<file path="src/rtl/axi_lite_arbiter_2to1.sv">
// axi_lite_arbiter_2to1: merges two AXI4-Lite masters (M0 fetch, M1 load/store)
// onto one AXI4-Lite slave port, one transaction in flight, round-robin on ties.
// Ports: clock, reset (sync, active-high); M0_AXI_* / M1_AXI_* slave-side ports;
// S_AXI_* master-side port; grant (one-hot owner, 00 idle); busy (not IDLE).
module axi_lite_arbiter_2to1 #(
    parameter int ADDR_WIDTH = 32,
    parameter int DATA_WIDTH = 32
) (
    input  logic                      clock,
    input  logic                      reset,
    // master 0
    input  logic [ADDR_WIDTH-1:0]     M0_AXI_AWADDR,
    input  logic [2:0]                M0_AXI_AWPROT,
    input  logic                      M0_AXI_AWVALID,
    output logic                      M0_AXI_AWREADY,
    input  logic [DATA_WIDTH-1:0]     M0_AXI_WDATA,
    input  logic [DATA_WIDTH/8-1:0]   M0_AXI_WSTRB,
    input  logic                      M0_AXI_WVALID,
    output logic                      M0_AXI_WREADY,
    output logic [1:0]                M0_AXI_BRESP,
    output logic                      M0_AXI_BVALID,
    input  logic                      M0_AXI_BREADY,
    input  logic [ADDR_WIDTH-1:0]     M0_AXI_ARADDR,
    input  logic [2:0]                M0_AXI_ARPROT,
    input  logic                      M0_AXI_ARVALID,
    output logic                      M0_AXI_ARREADY,
    output logic [DATA_WIDTH-1:0]     M0_AXI_RDATA,
    output logic [1:0]                M0_AXI_RRESP,
    output logic                      M0_AXI_RVALID,
    input  logic                      M0_AXI_RREADY,
    // master 1
    input  logic [ADDR_WIDTH-1:0]     M1_AXI_AWADDR,
    input  logic [2:0]                M1_AXI_AWPROT,
    input  logic                      M1_AXI_AWVALID,
    output logic                      M1_AXI_AWREADY,
    input  logic [DATA_WIDTH-1:0]     M1_AXI_WDATA,
    input  logic [DATA_WIDTH/8-1:0]   M1_AXI_WSTRB,
    input  logic                      M1_AXI_WVALID,
    output logic                      M1_AXI_WREADY,
    output logic [1:0]                M1_AXI_BRESP,
    output logic                      M1_AXI_BVALID,
    input  logic                      M1_AXI_BREADY,
    input  logic [ADDR_WIDTH-1:0]     M1_AXI_ARADDR,
    input  logic [2:0]                M1_AXI_ARPROT,
    input  logic                      M1_AXI_ARVALID,
    output logic                      M1_AXI_ARREADY,
    output logic [DATA_WIDTH-1:0]     M1_AXI_RDATA,
    output logic [1:0]                M1_AXI_RRESP,
    output logic                      M1_AXI_RVALID,
    input  logic                      M1_AXI_RREADY,
    // shared slave
    output logic [ADDR_WIDTH-1:0]     S_AXI_AWADDR,
    output logic [2:0]                S_AXI_AWPROT,
    output logic                      S_AXI_AWVALID,
    input  logic                      S_AXI_AWREADY,
    output logic [DATA_WIDTH-1:0]     S_AXI_WDATA,
    output logic [DATA_WIDTH/8-1:0]   S_AXI_WSTRB,
    output logic                      S_AXI_WVALID,
    input  logic                      S_AXI_WREADY,
    input  logic [1:0]                S_AXI_BRESP,
    input  logic                      S_AXI_BVALID,
    output logic                      S_AXI_BREADY,
    output logic [ADDR_WIDTH-1:0]     S_AXI_ARADDR,
    output logic [2:0]                S_AXI_ARPROT,
    output logic                      S_AXI_ARVALID,
    input  logic                      S_AXI_ARREADY,
    input  logic [DATA_WIDTH-1:0]     S_AXI_RDATA,
    input  logic [1:0]                S_AXI_RRESP,
    input  logic                      S_AXI_RVALID,
    output logic                      S_AXI_RREADY,
    // status
    output logic [1:0]                grant,
    output logic                      busy
);

    localparam logic [2:0] ST_IDLE    = 3'd0;
    localparam logic [2:0] ST_WR_REQ  = 3'd1;
    localparam logic [2:0] ST_WR_RESP = 3'd2;
    localparam logic [2:0] ST_RD_REQ  = 3'd3;
    localparam logic [2:0] ST_RD_RESP = 3'd4;

    logic [2:0] state_q, state_d;
    logic [1:0] owner_q, owner_d;
    logic       aw_done_q, aw_done_d;
    logic       w_done_q, w_done_d;
    // 0 = M0 was served last, 1 = M1 was served last
    logic       last_grant_q, last_grant_d;

    logic sel_m1;
    logic in_wr_req, in_wr_resp, in_rd_req, in_rd_resp;
    logic own_awvalid, own_wvalid, own_bready, own_arvalid, own_rready;
    logic awready_own, wready_own, arready_own, bvalid_own, rvalid_own;
    logic req0_wr, req1_wr, req0, req1, pick_m1, win_wr;
    logic aw_hs, w_hs, b_hs, ar_hs, r_hs;

    assign sel_m1     = owner_q[1];
    assign in_wr_req  = (state_q == ST_WR_REQ);
    assign in_wr_resp = (state_q == ST_WR_RESP);
    assign in_rd_req  = (state_q == ST_RD_REQ);
    assign in_rd_resp = (state_q == ST_RD_RESP);

    assign own_awvalid = sel_m1 ? M1_AXI_AWVALID : M0_AXI_AWVALID;
    assign own_wvalid  = sel_m1 ? M1_AXI_WVALID  : M0_AXI_WVALID;
    assign own_bready  = sel_m1 ? M1_AXI_BREADY  : M0_AXI_BREADY;
    assign own_arvalid = sel_m1 ? M1_AXI_ARVALID : M0_AXI_ARVALID;
    assign own_rready  = sel_m1 ? M1_AXI_RREADY  : M0_AXI_RREADY;

    // Slave-side request forwarding; AW/W masked once their handshake is done
    assign S_AXI_AWADDR  = sel_m1 ? M1_AXI_AWADDR : M0_AXI_AWADDR;
    assign S_AXI_AWPROT  = sel_m1 ? M1_AXI_AWPROT : M0_AXI_AWPROT;
    assign S_AXI_WDATA   = sel_m1 ? M1_AXI_WDATA  : M0_AXI_WDATA;
    assign S_AXI_WSTRB   = sel_m1 ? M1_AXI_WSTRB  : M0_AXI_WSTRB;
    assign S_AXI_ARADDR  = sel_m1 ? M1_AXI_ARADDR : M0_AXI_ARADDR;
    assign S_AXI_ARPROT  = sel_m1 ? M1_AXI_ARPROT : M0_AXI_ARPROT;
    assign S_AXI_AWVALID = in_wr_req & ~aw_done_q & own_awvalid;
    assign S_AXI_WVALID  = in_wr_req & ~w_done_q & own_wvalid;
    assign S_AXI_BREADY  = in_wr_resp & own_bready;
    assign S_AXI_ARVALID = in_rd_req & own_arvalid;
    assign S_AXI_RREADY  = in_rd_resp & own_rready;

    // Master-side returns, only the owner ever sees anything
    assign awready_own = in_wr_req & ~aw_done_q & S_AXI_AWREADY;
    assign wready_own  = in_wr_req & ~w_done_q & S_AXI_WREADY;
    assign arready_own = in_rd_req & S_AXI_ARREADY;
    assign bvalid_own  = in_wr_resp & S_AXI_BVALID;
    assign rvalid_own  = in_rd_resp & S_AXI_RVALID;

    assign M0_AXI_AWREADY = owner_q[0] & awready_own;
    assign M0_AXI_WREADY  = owner_q[0] & wready_own;
    assign M0_AXI_ARREADY = owner_q[0] & arready_own;
    assign M0_AXI_BVALID  = owner_q[0] & bvalid_own;
    assign M0_AXI_RVALID  = owner_q[0] & rvalid_own;
    assign M0_AXI_BRESP   = owner_q[0] ? S_AXI_BRESP : '0;
    assign M0_AXI_RRESP   = owner_q[0] ? S_AXI_RRESP : '0;
    assign M0_AXI_RDATA   = owner_q[0] ? S_AXI_RDATA : '0;

    assign M1_AXI_AWREADY = owner_q[1] & awready_own;
    assign M1_AXI_WREADY  = owner_q[1] & wready_own;
    assign M1_AXI_ARREADY = owner_q[1] & arready_own;
    assign M1_AXI_BVALID  = owner_q[1] & bvalid_own;
    assign M1_AXI_RVALID  = owner_q[1] & rvalid_own;
    assign M1_AXI_BRESP   = owner_q[1] ? S_AXI_BRESP : '0;
    assign M1_AXI_RRESP   = owner_q[1] ? S_AXI_RRESP : '0;
    assign M1_AXI_RDATA   = owner_q[1] ? S_AXI_RDATA : '0;

    assign grant = owner_q;
    assign busy  = (state_q != ST_IDLE);

    assign req0_wr = M0_AXI_AWVALID | M0_AXI_WVALID;
    assign req1_wr = M1_AXI_AWVALID | M1_AXI_WVALID;
    assign req0    = req0_wr | M0_AXI_ARVALID;
    assign req1    = req1_wr | M1_AXI_ARVALID;
    // On a tie the master that was not served last wins
    assign pick_m1 = req1 & (~req0 | ~last_grant_q);
    assign win_wr  = pick_m1 ? req1_wr : req0_wr;

    assign aw_hs = S_AXI_AWVALID & S_AXI_AWREADY;
    assign w_hs  = S_AXI_WVALID & S_AXI_WREADY;
    assign b_hs  = S_AXI_BVALID & S_AXI_BREADY;
    assign ar_hs = S_AXI_ARVALID & S_AXI_ARREADY;
    assign r_hs  = S_AXI_RVALID & S_AXI_RREADY;

    always_comb begin
        state_d      = state_q;
        owner_d      = owner_q;
        aw_done_d    = aw_done_q;
        w_done_d     = w_done_q;
        last_grant_d = last_grant_q;
        case (state_q)
            ST_IDLE: begin
                if (req0 | req1) begin
                    owner_d = pick_m1 ? 2'b10 : 2'b01;
                    state_d = win_wr ? ST_WR_REQ : ST_RD_REQ;
                end
            end
            ST_WR_REQ: begin
                aw_done_d = aw_done_q | aw_hs;
                w_done_d  = w_done_q | w_hs;
                if ((aw_done_q | aw_hs) & (w_done_q | w_hs)) begin
                    state_d   = ST_WR_RESP;
                    aw_done_d = 1'b0;
                    w_done_d  = 1'b0;
                end else if (~aw_done_q & ~w_done_q &
                             ~own_awvalid & ~own_wvalid) begin
                    // owner withdrew before anything was issued
                    state_d = ST_IDLE;
                    owner_d = 2'b00;
                end
            end
            ST_WR_RESP: begin
                if (b_hs) begin
                    last_grant_d = owner_q[1];
                    owner_d      = 2'b00;
                    state_d      = ST_IDLE;
                end
            end
            ST_RD_REQ: begin
                if (ar_hs) begin
                    state_d = ST_RD_RESP;
                end else if (~own_arvalid) begin
                    state_d = ST_IDLE;
                    owner_d = 2'b00;
                end
            end
            ST_RD_RESP: begin
                if (r_hs) begin
                    last_grant_d = owner_q[1];
                    owner_d      = 2'b00;
                    state_d      = ST_IDLE;
                end
            end
            default: begin
                state_d = ST_IDLE;
                owner_d = 2'b00;
            end
        endcase
    end

    always_ff @(posedge clock) begin
        if (reset) begin
            state_q      <= ST_IDLE;
            owner_q      <= 2'b00;
            aw_done_q    <= 1'b0;
            w_done_q     <= 1'b0;
            last_grant_q <= 1'b1;
        end else begin
            state_q      <= state_d;
            owner_q      <= owner_d;
            aw_done_q    <= aw_done_d;
            w_done_q     <= w_done_d;
            last_grant_q <= last_grant_d;
        end
    end

endmodule
</file>
<file path="config.mk">
export PLATFORM = sky130hd
export DESIGN_NAME = axi_lite_arbiter_2to1
export DESIGN_NICKNAME = d
export VERILOG_FILES = /design/src/rtl/axi_lite_arbiter_2to1.sv
export SDC_FILE = /design/constraint.sdc
export NUM_CORES = 1
export LEC_CHECK = 0
export CAP_MARGIN = 20
export CORE_AREA = 3 3 176 178
export CTS_BUF_LIST = sky130_fd_sc_hd__clkbuf_16
export CTS_CLUSTER_DIAMETER = 150
export DETAILED_ROUTE_END_ITERATION = 8
export DIE_AREA = 0 0 179 181
export PLACE_DENSITY = 0.42
export SKIP_LAST_GASP = 1
export SYNTH_ARGS = -nofsm -noshare
export SYNTH_HDL_FRONTEND = slang
export SYNTH_SLANG_ARGS = --single-unit
</file>
<file path="constraint.sdc">
create_clock -name clock -period 2.7 [get_ports clock]
set_input_delay 0.27 -clock clock [delete_from_list [all_inputs] [get_ports clock]]
set_output_delay 0.27 -clock clock [all_outputs]
set_load 0.03 [all_outputs]
</file>
==> metrics.log, run 1 <==
[metrics] run status: completed
[metrics] insertion delay to the later sink of the worst-skew pair: 0.23 ns
[metrics] Slew headroom: 68.77%
[metrics] Layout Cell Area excl Fill: 7540 um^2
[metrics] highest fanout seen on the critical path: 9
[metrics] type of the setup path with the least slack: reg2out
[metrics] slowest cell on the critical path: sky130_fd_sc_hd__clkdlybuf4s50_1
[metrics] EDFF count, synth: 0
[metrics] number of hold violations in the final report: 0
[metrics] post-synthesis sequential area ratio: 6.605%
[metrics] number of buffers inserted by port buffering: 460
[metrics] clock tree root driver cell: sky130_fd_sc_hd__clkbuf_16
[metrics] DRC viols: 0
[metrics] async set or reset register ratio after synthesis: 0%
[metrics] number of nets in the final layout: 1001
[metrics] final wirelength: 21.53 mm
[metrics] number of buffers on the longest clock path: 2
[metrics] effective utilization at floorplan: 8.203%
[metrics] area of the core region: 29560 um^2
[metrics] number of register bits inferred by synthesis: 8
[metrics] max-slew violation count: 0
[metrics] maximum clock skew at final layout: 0.003909 ns
[metrics] Pre-Repair DR Iteration Count: 4
[metrics] FF-to-FF path depth: 5
[metrics] total via count in the routed design: 4003
[metrics] count of routing violations after the opening detailed-route iteration: 98
[metrics] routed length per instance: 19.12 um
[metrics] Worst Path Required: 2.43 ns
[metrics] full die area: 32400 um^2
[metrics] pin count of the biggest net entering global routing: 73
[metrics] Setup Viol. Count Final: 0
[metrics] post-route ant nets: 0
[metrics] Die Width: 179 um
[metrics] P_leak: 2.701 nW
[metrics] synthesized instance count: 293
[metrics] clock sink count: 8
[metrics] worst IR drop on VDD: 0.2037 mV
[metrics] startpoint of the lowest-slack hold path: state_q[1]
[metrics] CTS tree: built
[metrics] number of buffers and inverters on the critical path: 1
[metrics] die boundary height: 181 um
[metrics] Tightest Pin Transition: 0.4670 ns
[metrics] mapped cell area: 2425 um^2
[metrics] total congestion overflow after global routing: 0
[metrics] clock transition at the registers of the reported paths: 0.04 ns
[metrics] Placed Area: 7456 um^2
[metrics] Final TNS setup: 0 ns
[metrics] number of antenna violations at the first check in global routing: 3
[metrics] Hold Crit Endpoint: state_q[1]
[metrics] Critical R2R Launch: grant[1]
[metrics] Achievable Freq: 394.0 MHz
[metrics] Post-CTS Hold Buffers: 0
[metrics] post-synthesis to final-layout area growth: 210.9%
[metrics] total clock buffers created by CTS: 3
[metrics] Levels on crit path: 4
[metrics] post-synthesis cell type count: 37
[metrics] endpoint of the worst register-to-register path: grant[0]
[metrics] ports placed on the boundary: 461
[metrics] startpoint type of the worst setup path: flip-flop
[metrics] Main synth FF type: sky130_fd_sc_hd__dfxtp_1
[metrics] top cell family by delay on the critical path: simple AND/OR/NAND/NOR gates
[metrics] Tmin final: 2.538 ns
[metrics] H-tree levels: 1
[metrics] global-route wire length before repair: 28.72 mm
[metrics] total power per unit cell area: 326.1 nW/um^2
[metrics] warning count from the yosys run: 0
[metrics] max-cap violations: 0
[metrics] dpl hpwl: 19.20 mm
[metrics] vias in the first global route: 4072
[metrics] number of buffers added for setup after CTS: 0
[metrics] ratio of final minimum period to clock period: 94.00%
[metrics] unrepaired setup endpoints after global routing: false
[metrics] Worst Setup End Kind: primary output
[metrics] Crit path largest cell delay: 0.69 ns
[metrics] WHS Path Cells: 2
[metrics] Worst EP arrival: 2.27 ns
[metrics] series of cell instances along the critical path: or3b_1 -> nor2_1 -> and3_1 -> clkdlybuf4s50_1
[metrics] worst setup slack for register-to-register paths: 0.61 ns
[metrics] type of the tightest min-delay check: reg2reg
[metrics] routability congestion estimate: 0.7824
[metrics] layout cell share with drive strength beyond 1: 17.28%
[metrics] power after layout: 0.002458 W
[metrics] Mapped Avg Cell Area: 8.276 um^2
[metrics] ratio of routed vias to standard cells: 3.555
[metrics] Mapped Nets: 558
[metrics] overall track demand over capacity in global routing: 12.00%
[metrics] FP Rows: 63
[cell families after synthesis]
logic type | after synthesis | share of synthesized area, %
buffers and inverters | 29 | 4.902
AOI/OAI and AO/OA | 19 | 4.903
muxes | 114 | 52.73
DFF | 8 | 6.605
and+or+nand+nor | 123 | 30.86
[power by group]
part	internal [W]	switching [W]
Clock	0.000193	0.0000599
Combinational	0.00101	0.00102
Sequential	0.000136	0.0000342
Total	0.00134	0.00112
[layout by cell type, fill, tap and decap left out, drive strengths merged, types with 3 or more instances in the layout]
| cell type | instances |
|---|---|
| a21oi | 6 |
| a31oi | 3 |
| and2 | 74 |
| and3 | 8 |
| buf | 14 |
| clkbuf | 3 |
| clkdlybuf4s50 | 451 |
| dfxtp | 8 |
| mux2 | 110 |
| mux2i | 4 |
| nand2 | 3 |
| nand2b | 3 |
| nor2 | 7 |
| nor3 | 7 |
| nor3b | 5 |
| o21ai | 4 |
| or3 | 3 |
[stage by stage]
step | cells | hold WS, ns | worst slack, ns | utilization (%)
final | 1126 | 0.6254 | 0.1620 | 25.51
after global placement | 1121 | 0.5994 | 0.3603 | 25.22
after CTS | 1125 | 0.6180 | 0.1312 | 25.49
after global routing | 1126 | 0.6656 | 0.009023 | 25.51
after detailed placement | 1121 | 0.6124 | 0.3783 | 25.22
after floorplan | 293 | 0.4449 | 0.4798 | -
[cell type report]
class / count / area, um^2
clock buffers: 3 / 75.07
diodes: 1 / 2.502
fillers: 3225 / 22020
repair buffers: 466 / 4657
multi-input cells: 256 / 2146
inverters: 1 / 3.754
clock inverters: 1 / 3.754
well taps: 390 / 488.0
flip-flops and latches: 8 / 163.9
[how the worst max path moves through the flow]
| stage | start | endpoint | slack [ns] |
|---|---|---|---|
| global placement | M1_AXI_AWVALID | grant[0] | 0.36 |
| CTS | state_q[0] | M0_AXI_AWREADY | 0.13 |
| floorplan | grant[1] | M1_AXI_ARREADY | 0.48 |
| finish | state_q[0] | M1_AXI_WREADY | 0.16 |
| detailed placement | state_q[0] | M0_AXI_AWREADY | 0.38 |
| global route | state_q[0] | M1_AXI_WREADY | 0.009 |
[worst reg2reg max path, cell delays in order, from the launching register on]
cell and delay (ns):
sky130_fd_sc_hd__dfxtp_4 0.51, sky130_fd_sc_hd__mux2i_1 0.35, sky130_fd_sc_hd__a31oi_1 0.19, sky130_fd_sc_hd__or2_2 0.34
sky130_fd_sc_hd__or4_1 0.47, sky130_fd_sc_hd__a21oi_1 0.15
[Yosys cell counts, types with 3 or more instances]
library cell	number	area share, %
sky130_fd_sc_hd__a21oi_1	6	1.2
sky130_fd_sc_hd__a31oi_1	3	0.77
sky130_fd_sc_hd__and2_1	74	19
sky130_fd_sc_hd__and3_1	8	2.1
sky130_fd_sc_hd__buf_1	5	0.77
sky130_fd_sc_hd__buf_2	5	1.0
sky130_fd_sc_hd__clkbuf_1	17	2.6
sky130_fd_sc_hd__dfxtp_1	8	6.6
sky130_fd_sc_hd__mux2_2	108	50
sky130_fd_sc_hd__mux2i_1	4	1.7
sky130_fd_sc_hd__nand2_1	3	0.46
sky130_fd_sc_hd__nand2b_1	3	0.77
sky130_fd_sc_hd__nor2_1	7	1.1
sky130_fd_sc_hd__nor3_1	7	1.4
sky130_fd_sc_hd__nor3b_1	5	1.5
sky130_fd_sc_hd__or3_1	3	0.77
[registers in the layout, summed over array words and instances (netlist names)]
register,flops
state_q,3
w_done_q,1
aw_done_q,1
last_grant_q,1
grant,2
[repair_timing]
item                                   4_1_cts  5_1_grt
resized for setup                            0        1
endpoints found under the hold margin        0        0
setup endpoints to repair                    0        1
[layer usage]
metal	up-vias	GRT usage, %	routed length [um]
met2	276	23.20	10980
met4	2	1.340	217
li1	1928	-	-
met1	1785	12.23	7471
met5	-	0	18
met3	12	4.960	2843
Note: power is estimated with default switching activity, not from simulation.
==> run 2, diff against run 1 <==
==> constraint.sdc (replaced) <==
create_clock -name clock -period 2.7 [get_ports clock]
set_input_delay 0.54 -clock clock [delete_from_list [all_inputs] [get_ports clock]]
set_output_delay 0.54 -clock clock [all_outputs]
set_load 0.03 [all_outputs]
==> run 2 against run 1 <==
  * Design area up 1.2%
  * Sequential power down 9%
  * Critical path depth unchanged
  * Sequential cell count unchanged
  * Utilization up 0.31 points
  * Via count down 0.25%
  * Clock power up 2%
  * Final cell count up 0.71%
  * Clock skew down 0.0020 ns
==> metrics.log, run 2 (synthesis results as in run 1) <==
[metrics] startpoint of the lowest-slack hold path: state_q[2]
[metrics] Filler Cells Inserted: 3195
[metrics] layout cell share with drive strength beyond 1: 27.05%
[metrics] met1 capacity usage during global routing: 12.53%
[metrics] switching share of power: 45.36%
[metrics] startpoint type of the worst setup path: flip-flop
[metrics] proportion of power drawn by flip-flops and latches: 6.2%
[metrics] clock transition at the registers of the reported paths: 0.04 ns
[metrics] Cell Int Power: 0.001372 W
[metrics] Worst Setup End Kind: primary output
[metrics] overall track demand over capacity in global routing: 12.20%
[metrics] number of antenna violations at the first check in global routing: 2
[metrics] Post-CTS Hold Buffers: 0
[metrics] FP Rows: 63
[metrics] highest fanout seen on the critical path: 3
[metrics] post-synthesis to final-layout area growth: 214.8%
[metrics] global-route wire length before repair: 29.04 mm
[metrics] type of the tightest min-delay check: reg2reg
[metrics] ratio of final minimum period to clock period: 95.50%
[metrics] number of buffers added for setup after CTS: 0
[metrics] worst setup slack for register-to-register paths: 0.73 ns
[metrics] worst IR drop on VDD: 0.1671 mV
[metrics] max-cap violations: 0
[metrics] Hold Crit Endpoint: state_q[2]
[metrics] Reg with most FFs: state_q
[metrics] clock tree root driver cell: sky130_fd_sc_hd__clkbuf_16
[metrics] dpl hpwl: 19.66 mm
[metrics] clock sink count: 8
[metrics] Final TNS setup: 0 ns
[metrics] top library cells by usage in the layout, fill and taps aside: sky130_fd_sc_hd__clkdlybuf4s50_1 (386), sky130_fd_sc_hd__mux2_2 (108), sky130_fd_sc_hd__and2_1 (74)
[metrics] DRC viols: 0
[metrics] power after layout: 0.002511 W
[metrics] routed length per instance: 19.15 um
[metrics] total congestion overflow after global routing: 0
[metrics] total clock buffers created by CTS: 3
[metrics] area of the core region: 29560 um^2
[metrics] unrepaired setup endpoints after global routing: false
[metrics] Pre-Repair DR Iteration Count: 4
[metrics] Largest register FFs: 3
[metrics] endpoint of the worst register-to-register path: grant[0]
[metrics] ratio of routed vias to standard cells: 3.521
[metrics] FF-to-FF path depth: 5
[metrics] most common cell after layout, fill and taps aside: sky130_fd_sc_hd__clkdlybuf4s50_1
[metrics] proportion of power drawn by the clock network: 10.3%
[metrics] effective utilization at floorplan: 8.203%
[metrics] share of power burned in combinational logic: 83.6%
[metrics] number of nets in the final layout: 1009
[metrics] total via count in the routed design: 3993
[metrics] H-tree levels: 1
[metrics] Tmin final: 2.579 ns
[metrics] die boundary height: 181 um
[metrics] Achievable Freq: 387.8 MHz
[metrics] type of the setup path with the least slack: reg2out
[metrics] CTS tree: built
[metrics] total power per unit cell area: 329.0 nW/um^2
[metrics] Worst EP arrival: 2.04 ns
[metrics] startpoint of the worst setup timing path: state_q[2]
[metrics] Tightest Pin Transition: 0.4493 ns
[metrics] run status: completed
[metrics] met2 Track Usage GR: 22.92%
[metrics] tightest hold margin: 0.5531 ns
[metrics] number of buffers on the longest clock path: 2
[metrics] met3 GRT Util: 5.296%
[metrics] Slew headroom: 69.82%
[metrics] full die area: 32400 um^2
[metrics] post-route ant nets: 0
[metrics] number of buffers inserted by port buffering: 460
[metrics] WHS Path Cells: 2
[metrics] final wirelength: 21.72 mm
[metrics] Placed Area: 7551 um^2
[metrics] vias in the first global route: 4287
[metrics] maximum clock skew at final layout: 0.001906 ns
[metrics] Layout Cell Area excl Fill: 7632 um^2
[metrics] ports placed on the boundary: 461
[metrics] Critical R2R Launch: grant[1]
[metrics] routability congestion estimate: 0.7653
[metrics] number of hold violations in the final report: 0
[metrics] max-slew violation count: 0
[metrics] GR peak layer: met2
[metrics] pin count of the biggest net entering global routing: 36
[metrics] Worst Path Required: 2.16 ns
[metrics] Die Width: 179 um
[metrics] post-CTS sizing: 0
[metrics] net switching power of the design: 0.001139 W
[metrics] count of routing violations after the opening detailed-route iteration: 75
[metrics] insertion delay to the later sink of the worst-skew pair: 0.23 ns
[metrics] P_leak: 2.853 nW
[metrics] Setup Viol. Count Final: 0
## run 2: power groups by stage
stage	combinational (W)	clock (W)	sequential, W
finish	0.00210	0.000258	0.000155
detailed placement	0.00213	0	0.000158
floorplan	0.00101	0	0.000159
global route	0.00222	0.000271	0.000159
global placement	0.00214	0	0.000158
CTS	0.00214	0.000262	0.000156
## run 2: critical path, stage by stage (launching register included)
cell                              delay, ns
sky130_fd_sc_hd__dfxtp_1               0.32
sky130_fd_sc_hd__or3b_1                0.45
sky130_fd_sc_hd__nor2_1                0.17
sky130_fd_sc_hd__and3_1                0.17
sky130_fd_sc_hd__clkdlybuf4s50_1       0.71
## run 2: area by class of cell
class,count,area (um^2),share of cell area (%)
diodes,1,2.502,0.03279
clock buffers,3,75.07,0.9836
clock inverters,1,3.754,0.04918
inverters,1,3.754,0.04918
multi-input cells,256,2146,28.11
flip-flops and latches,8,163.9,2.148
well taps,390,488.0,6.393
repair buffers,474,4750,62.23
## run 2: metrics by stage
stage          utilization, %  setup slack, ns  cells
5_1_grt                 25.82          0.03785   1134
6_report                25.82           0.1214   1134
3_3_place_gp            25.55           0.1415   1129
2_1_floorplan               -           0.2098    293
3_5_place_dp            25.55           0.1012   1129
4_1_cts                 25.81           0.1074   1133
## run 2: how the worst max path moves through the flow
stage	endpoint	slack (ns)
6_report	M1_AXI_WREADY	0.12
5_1_grt	S_AXI_WVALID	0.04
4_1_cts	S_AXI_WVALID	0.11
3_5_place_dp	S_AXI_WVALID	0.10
3_3_place_gp	S_AXI_WVALID	0.14
2_1_floorplan	M1_AXI_ARREADY	0.21
## run 2: metal layers
| metal | up-vias | routed length (um) |
|---|---|---|
| met5 | - | 13 |
| met4 | 2 | 401 |
| met3 | 12 | 3042 |
| met2 | 282 | 10830 |
| met1 | 1761 | 7428 |
| li1 | 1936 | - |
